[src/rtl/mem_test_master.sv]
`default_nettype none
// ============================================================================
// Module      : mem_test_master
// Description : Built-in self-test master for a valid/ready memory port.
//               A start pulse runs a write pass that fills addresses
//               0..DEPTH-1 with pat(a) = a ^ SEED, then a read pass that
//               checks every word. It reports done, pass/fail, the mismatch
//               count, the first failing address and a stall timeout.
//
// Ports
//   clk_i            : clock, rising edge
//   rst_i            : asynchronous reset, active-high
//   start_i          : start pulse, ignored while busy_o is high
//   busy_o           : run in progress
//   done_o           : run finished, sticky until the next start
//   pass_o           : valid with done_o; no mismatches and no timeout
//   timeout_o        : run aborted on a stalled transfer
//   err_count_o      : number of read mismatches
//   first_err_addr_o : address of the first mismatch (0 if none)
//   addr_o           : request address
//   wdata_o          : write data (0 during the read pass)
//   wr_rd_o          : 1 = write, 0 = read
//   valid_o          : request valid
//   ready_i          : memory accepts / completes the request
//   rdata_i          : read data, valid on the read completion cycle
//
// Revision    : 1.0 - initial release
// ============================================================================
module mem_test_master #(
    parameter int               WIDTH      = 16,
    parameter int               DEPTH      = 512,
    parameter int               ADDR_WIDTH = $clog2(DEPTH),
    parameter logic [WIDTH-1:0] SEED       = 16'hA5C3,
    parameter int               TIMEOUT    = 64
) (
    input  logic                  clk_i,
    input  logic                  rst_i,
    input  logic                  start_i,
    output logic                  busy_o,
    output logic                  done_o,
    output logic                  pass_o,
    output logic                  timeout_o,
    output logic [ADDR_WIDTH:0]   err_count_o,
    output logic [ADDR_WIDTH-1:0] first_err_addr_o,
    output logic [ADDR_WIDTH-1:0] addr_o,
    output logic [WIDTH-1:0]      wdata_o,
    output logic                  wr_rd_o,
    output logic                  valid_o,
    input  logic                  ready_i,
    input  logic [WIDTH-1:0]      rdata_i
);

    // ------------------------------------------------------------------------
    // Constants
    // ------------------------------------------------------------------------
    localparam logic [1:0] c_S_IDLE  = 2'd0;
    localparam logic [1:0] c_S_WRITE = 2'd1;
    localparam logic [1:0] c_S_READ  = 2'd2;
    localparam logic [1:0] c_S_DONE  = 2'd3;

    localparam logic [ADDR_WIDTH-1:0] c_LAST_ADDR = ADDR_WIDTH'(DEPTH - 1);

    // The stall counter only ever holds 0..TIMEOUT-1: the cycle that would
    // take it to TIMEOUT aborts the run instead of incrementing.
    localparam int c_STALL_W     = (TIMEOUT > 1) ? $clog2(TIMEOUT) : 1;
    localparam int c_STALL_LIM_I = (TIMEOUT > 0) ? (TIMEOUT - 1) : 0;
    localparam logic [c_STALL_W-1:0] c_STALL_LIM = c_STALL_LIM_I[c_STALL_W-1:0];

    // ------------------------------------------------------------------------
    // State
    // ------------------------------------------------------------------------
    logic [1:0]            r_state;
    logic [ADDR_WIDTH-1:0] r_addr;
    logic                  r_done;
    logic                  r_pass;
    logic                  r_timeout;
    logic [ADDR_WIDTH:0]   r_err_count;
    logic [ADDR_WIDTH-1:0] r_first_err_addr;
    logic [c_STALL_W-1:0]  r_stall_cnt;

    logic [1:0]            w_state_nxt;
    logic [ADDR_WIDTH-1:0] w_addr_nxt;
    logic                  w_done_nxt;
    logic                  w_pass_nxt;
    logic                  w_timeout_nxt;
    logic [ADDR_WIDTH:0]   w_err_count_nxt;
    logic [ADDR_WIDTH-1:0] w_first_err_addr_nxt;
    logic [c_STALL_W-1:0]  w_stall_cnt_nxt;

    logic                  w_valid;
    logic                  w_write;
    logic                  w_xfer;
    logic                  w_stall_hit;
    logic                  w_last;
    logic [WIDTH-1:0]      w_addr_ext;
    logic [WIDTH-1:0]      w_pat;

    // ------------------------------------------------------------------------
    // Pattern: address zero-extended (or truncated) to WIDTH, xor SEED
    // ------------------------------------------------------------------------
    generate
        if (ADDR_WIDTH >= WIDTH) begin : g_pat_trunc
            assign w_addr_ext = r_addr[WIDTH-1:0];
        end else begin : g_pat_ext
            assign w_addr_ext = {{(WIDTH - ADDR_WIDTH){1'b0}}, r_addr};
        end
    endgenerate

    assign w_pat = w_addr_ext ^ SEED;

    // A request is outstanding in every cycle of the two passes; this is what
    // makes transfers back-to-back and the write->read switch seamless.
    assign w_valid     = (r_state == c_S_WRITE) || (r_state == c_S_READ);
    assign w_write     = (r_state == c_S_WRITE);
    assign w_xfer      = w_valid && ready_i;
    assign w_last      = (r_addr == c_LAST_ADDR);
    assign w_stall_hit = (TIMEOUT != 0) && w_valid && !ready_i &&
                         (r_stall_cnt == c_STALL_LIM);

    // ------------------------------------------------------------------------
    // Next-state and status logic
    // ------------------------------------------------------------------------
    always_comb begin
        w_state_nxt          = r_state;
        w_addr_nxt           = r_addr;
        w_done_nxt           = r_done;
        w_pass_nxt           = r_pass;
        w_timeout_nxt        = r_timeout;
        w_err_count_nxt      = r_err_count;
        w_first_err_addr_nxt = r_first_err_addr;
        w_stall_cnt_nxt      = '0;

        if (w_valid && !ready_i) begin
            w_stall_cnt_nxt = r_stall_cnt + c_STALL_W'(1);
        end

        case (r_state)
            c_S_IDLE, c_S_DONE: begin
                if (start_i) begin
                    w_state_nxt          = c_S_WRITE;
                    w_addr_nxt           = '0;
                    w_done_nxt           = 1'b0;
                    w_pass_nxt           = 1'b0;
                    w_timeout_nxt        = 1'b0;
                    w_err_count_nxt      = '0;
                    w_first_err_addr_nxt = '0;
                end
            end

            c_S_WRITE: begin
                if (w_stall_hit) begin
                    w_state_nxt     = c_S_DONE;
                    w_addr_nxt      = '0;
                    w_done_nxt      = 1'b1;
                    w_timeout_nxt   = 1'b1;
                    w_pass_nxt      = 1'b0;
                    w_stall_cnt_nxt = '0;
                end else if (w_xfer) begin
                    if (w_last) begin
                        w_state_nxt = c_S_READ;
                        w_addr_nxt  = '0;
                    end else begin
                        w_addr_nxt  = r_addr + ADDR_WIDTH'(1);
                    end
                end
            end

            c_S_READ: begin
                if (w_stall_hit) begin
                    w_state_nxt     = c_S_DONE;
                    w_addr_nxt      = '0;
                    w_done_nxt      = 1'b1;
                    w_timeout_nxt   = 1'b1;
                    w_pass_nxt      = 1'b0;
                    w_stall_cnt_nxt = '0;
                end else if (w_xfer) begin
                    if (rdata_i != w_pat) begin
                        // At most DEPTH mismatches fit in ADDR_WIDTH+1 bits.
                        w_err_count_nxt = r_err_count + (ADDR_WIDTH + 1)'(1);
                        if (r_err_count == '0) begin
                            w_first_err_addr_nxt = r_addr;
                        end
                    end
                    if (w_last) begin
                        w_state_nxt = c_S_DONE;
                        w_addr_nxt  = '0;
                        w_done_nxt  = 1'b1;
                        w_pass_nxt  = (w_err_count_nxt == '0);
                    end else begin
                        w_addr_nxt  = r_addr + ADDR_WIDTH'(1);
                    end
                end
            end

            default: begin
                w_state_nxt = c_S_IDLE;
            end
        endcase
    end

    // ------------------------------------------------------------------------
    // Registers
    // ------------------------------------------------------------------------
    always_ff @(posedge clk_i or posedge rst_i) begin
        if (rst_i) begin
            r_state          <= c_S_IDLE;
            r_addr           <= '0;
            r_done           <= 1'b0;
            r_pass           <= 1'b0;
            r_timeout        <= 1'b0;
            r_err_count      <= '0;
            r_first_err_addr <= '0;
            r_stall_cnt      <= '0;
        end else begin
            r_state          <= w_state_nxt;
            r_addr           <= w_addr_nxt;
            r_done           <= w_done_nxt;
            r_pass           <= w_pass_nxt;
            r_timeout        <= w_timeout_nxt;
            r_err_count      <= w_err_count_nxt;
            r_first_err_addr <= w_first_err_addr_nxt;
            r_stall_cnt      <= w_stall_cnt_nxt;
        end
    end

    // ------------------------------------------------------------------------
    // Outputs (decoded from state so reset drops the request immediately)
    // ------------------------------------------------------------------------
    assign busy_o           = w_valid;
    assign valid_o          = w_valid;
    assign wr_rd_o          = w_write;
    assign addr_o           = r_addr;
    assign wdata_o          = w_write ? w_pat : '0;
    assign done_o           = r_done;
    assign pass_o           = r_pass;
    assign timeout_o        = r_timeout;
    assign err_count_o      = r_err_count;
    assign first_err_addr_o = r_first_err_addr;

endmodule
`default_nettype wire
[config.mk]
export PLATFORM = sky130hd
export DESIGN_NAME = mem_test_master
export DESIGN_NICKNAME = d
export VERILOG_FILES = /design/src/rtl/mem_test_master.sv
export SDC_FILE = /design/constraint.sdc
export NUM_CORES = 1
export LEC_CHECK = 0
export CORE_MARGIN = 3
export CORE_UTILIZATION = 30
export DETAILED_ROUTE_END_ITERATION = 8
export SYNTH_ARGS = -nofsm -noshare
export SYNTH_HDL_FRONTEND = slang
export SYNTH_SLANG_ARGS = --single-unit
[constraint.sdc]
create_clock -name clk_i -period 5.7 [get_ports clk_i]
set_input_delay 1.14 -clock clk_i [delete_from_list [all_inputs] [get_ports clk_i]]
set_output_delay 1.14 -clock clk_i [all_outputs]
set_load 0.03 [all_outputs]
==> impl_metrics.env <==
export IMPL_post_route_drc_count=0
export IMPL_cp_max_fo=15
export IMPL_start_util=0.316
export IMPL_htree_levels=2
export IMPL_hpwl_um=4420
export IMPL_holdBufCountCts=0
export IMPL_nets=344
export IMPL_syn_cell_area_um2=2340
export IMPL_critPathLaunchType="primary input"
export IMPL_placed_cells=409
export IMPL_layout_common_cells="clkdlybuf4s50_1 (65), dfrtp_1 (39), nor2_1 (24), nand2_1 (24), nand3_1 (13)"
export IMPL_fin_util=0.422
export IMPL_grt_pass1_vias=2008
export IMPL_p_leak_nw=1.32
export IMPL_die_w_um=94.3
export IMPL_cts_root_buf="clkbuf_8"
export IMPL_max_slew_margin=0.409
export IMPL_antenna_cells=0
export IMPL_grt_max_degree=40
export IMPL_drv_slew=0
export IMPL_worst_pin_slew_ns=0.882
export IMPL_grt_pass1_wl_um=9960
export IMPL_vias=2039
export IMPL_globalplace_congestion=0.809
export IMPL_layout_min_cycle_time_ns=3.47
export IMPL_post_cts_buffers=0
export IMPL_critPathMaxStageDelay_ns=0.51
export IMPL_io_buffers=65
export IMPL_synthFlopType="dfrtp_1"
export IMPL_drive_above_1_share=0.0347
export IMPL_end_kind="flop"
export IMPL_fin_setup_tns_ns=0
export IMPL_worst_clock_skew_ns=0.00935
export IMPL_grt_antenna_before_repair=0
export IMPL_final_common_cell="clkdlybuf4s50_1"
export IMPL_synth_edf_count=0
export IMPL_drt_iter0_drc=83
export IMPL_synthArstFlopShare=1.00
export IMPL_fmax_mhz=288
export IMPL_crit_arrival_ns=3.67
export IMPL_insertion_delay_ns=0.29
export IMPL_fillers=744
export IMPL_clock_path_buffers=2
export IMPL_crit_type="primary input to flop"
export IMPL_peakVddDrop_v=0.000290
export IMPL_worstPathRequired_ns=5.90
export IMPL_yosys_warnings=0
export IMPL_clock_sinks=39
export IMPL_cts_tree="yes"
export IMPL_critPathSlowestCell="or3_1"
export IMPL_numCtsBuffers=5
export IMPL_area_growth_pct=33.7
export IMPL_post_place_ws_ns=1.92
export IMPL_synth_seq_cells=39
export IMPL_postSynthCellCount=261
export IMPL_ys_types=45
export IMPL_routed_via_density=4.90
export IMPL_wl_per_cell_um=14.4
export IMPL_fp_coreArea_um2=7410
export IMPL_finalCritPeriodShare=0.608
export IMPL_power_density_nw_per_um2=391
export IMPL_drtPass1Iterations=4
export IMPL_synth_seq_area_share=0.417
export IMPL_io_pins=70
export IMPL_row_count=31
export IMPL_grt_use_total=0.143
export IMPL_antenna_left=0
export IMPL_ctsResizeCount=0
export IMPL_place_area_um2=3020
export IMPL_cap_violations=0
export IMPL_fp_dieH_um=94.3
export IMPL_setup_viol=0
export IMPL_gr_total_overflow=0
export IMPL_postLayoutSetupSlackWorst_ns=2.23
export IMPL_min_path_type="flop to flop"
export IMPL_dieArea_um2=8890
export IMPL_wl_um=6010
export IMPL_postSynthAreaPerCell_um2=8.96
export IMPL_hold_viol=0
export IMPL_rsz0062_at_grt="no"
export IMPL_clk_pin_slew_ns=0.08
export IMPL_outcome="finished clean"
export IMPL_crit_chain="clkdlybuf4s50_1 > or3b_1 > nor4_2 > nand4_1 > or3_1 > a31o_1 > o31ai_2"
export IMPL_fin_area_um2=3130
export IMPL_final_cell_count_no_fill=416
## kinds of logic (layout without fill, tap and decap cells)
family,Yosys count,after routing,share of synthesized area
AND/OR/NAND/NOR,103,103,0.220
other,1,4,0.00160
buffers and inverters,32,85,0.0663
flip-flops,39,39,0.417
XOR/XNOR,21,21,0.0786
AO/OA/AOI/OAI,56,56,0.170
adder cells (fa/ha/maj),7,7,0.0374
multiplexers,2,2,0.00856
## state kept, by name (all words and copies together) (netlist names)
name / cells
err_count_o: 10
r_stall_cnt: 6
r_state: 2
first_err_addr_o: 9
done_o: 1
addr_o: 9
timeout_o: 1
pass_o: 1
## per-layer routing
layer	track usage	up-vias	routed length, um	share of wire
met5	0	-	0	0
li1	-	1013	-	-
met3	0.0280	7	261	0.043
met1	0.189	972	2790	0.46
met4	0.0626	0	107	0.018
met2	0.228	47	2850	0.47
## Yosys cell counts (all sizes together), types with 2 or more instances
master	instances	area, um2
nor2	24	90.1
xnor2	9	78.8
nand3	13	65.1
nor2b	5	31.3
inv	12	45.0
a21oi	8	40.0
mux2i	2	20.0
nand4	8	50.1
a31oi	3	18.8
a21o	7	52.6
dfrtp	39	976
or3	4	25.0
clkbuf	7	26.3
xor2	12	105
and3	2	12.5
nor4	2	18.8
nor3	10	55.1
buf	13	83.8
and2	5	31.3
a22o	11	96.3
o31ai	6	50.1
nand2	24	90.1
o21ai	10	50.1
o21a	3	22.5
ha	7	87.6
## critical path: cells and delay by family
family / cells / cell delay [ns]
AOI/OAI and AO/OA: 2 / 0.46
buffers and inverters: 1 / 0.45
and+or+nand+nor: 4 / 1.60
## final cells by class
cell class / count / area, um2 / area share
Multi-Input combinational cell: 193 / 1220 / 0.390
Clock buffer: 5 / 68.8 / 0.0220
Inverter: 12 / 45.0 / 0.0144
Clock inverter: 2 / 37.5 / 0.0120
Tap cell: 99 / 124 / 0.0396
Timing Repair Buffer: 66 / 658 / 0.210
Sequential cell: 39 / 976 / 0.312
## report_power, final
| group | total [mW] | internal (mW) | switching (mW) |
|---|---|---|---|
| Combinational | 0.642 | 0.243 | 0.399 |
| Clock | 0.228 | 0.128 | 0.0996 |
| Sequential | 0.355 | 0.309 | 0.0460 |
## path summary, 6_finish.rpt
path                                startpoint                   to  slack, ns  cells past startpoint
worst min register to register  r_stall_cnt[0]       r_stall_cnt[0]       0.49                      1
min in group asynchronous                rst_i  first_err_addr_o[8]       1.28                      3
max in group asynchronous                rst_i       r_stall_cnt[2]       4.06                      3
worst max register to register       addr_o[1]               pass_o       3.03                      6
worst max-delay path               rdata_i[13]               pass_o       2.23                      7
worst min-delay path            r_stall_cnt[0]       r_stall_cnt[0]       0.49                      1
## stage by stage
step	total power [mW]	hold WS, ns
final	1.22	0.489
after floorplan	0.816	0.454
after detailed placement	1.01	0.481
after global placement	1.00	0.483
after global routing	1.31	0.523
after CTS	1.24	0.494
Note: power is estimated with default switching activity, not from simulation.
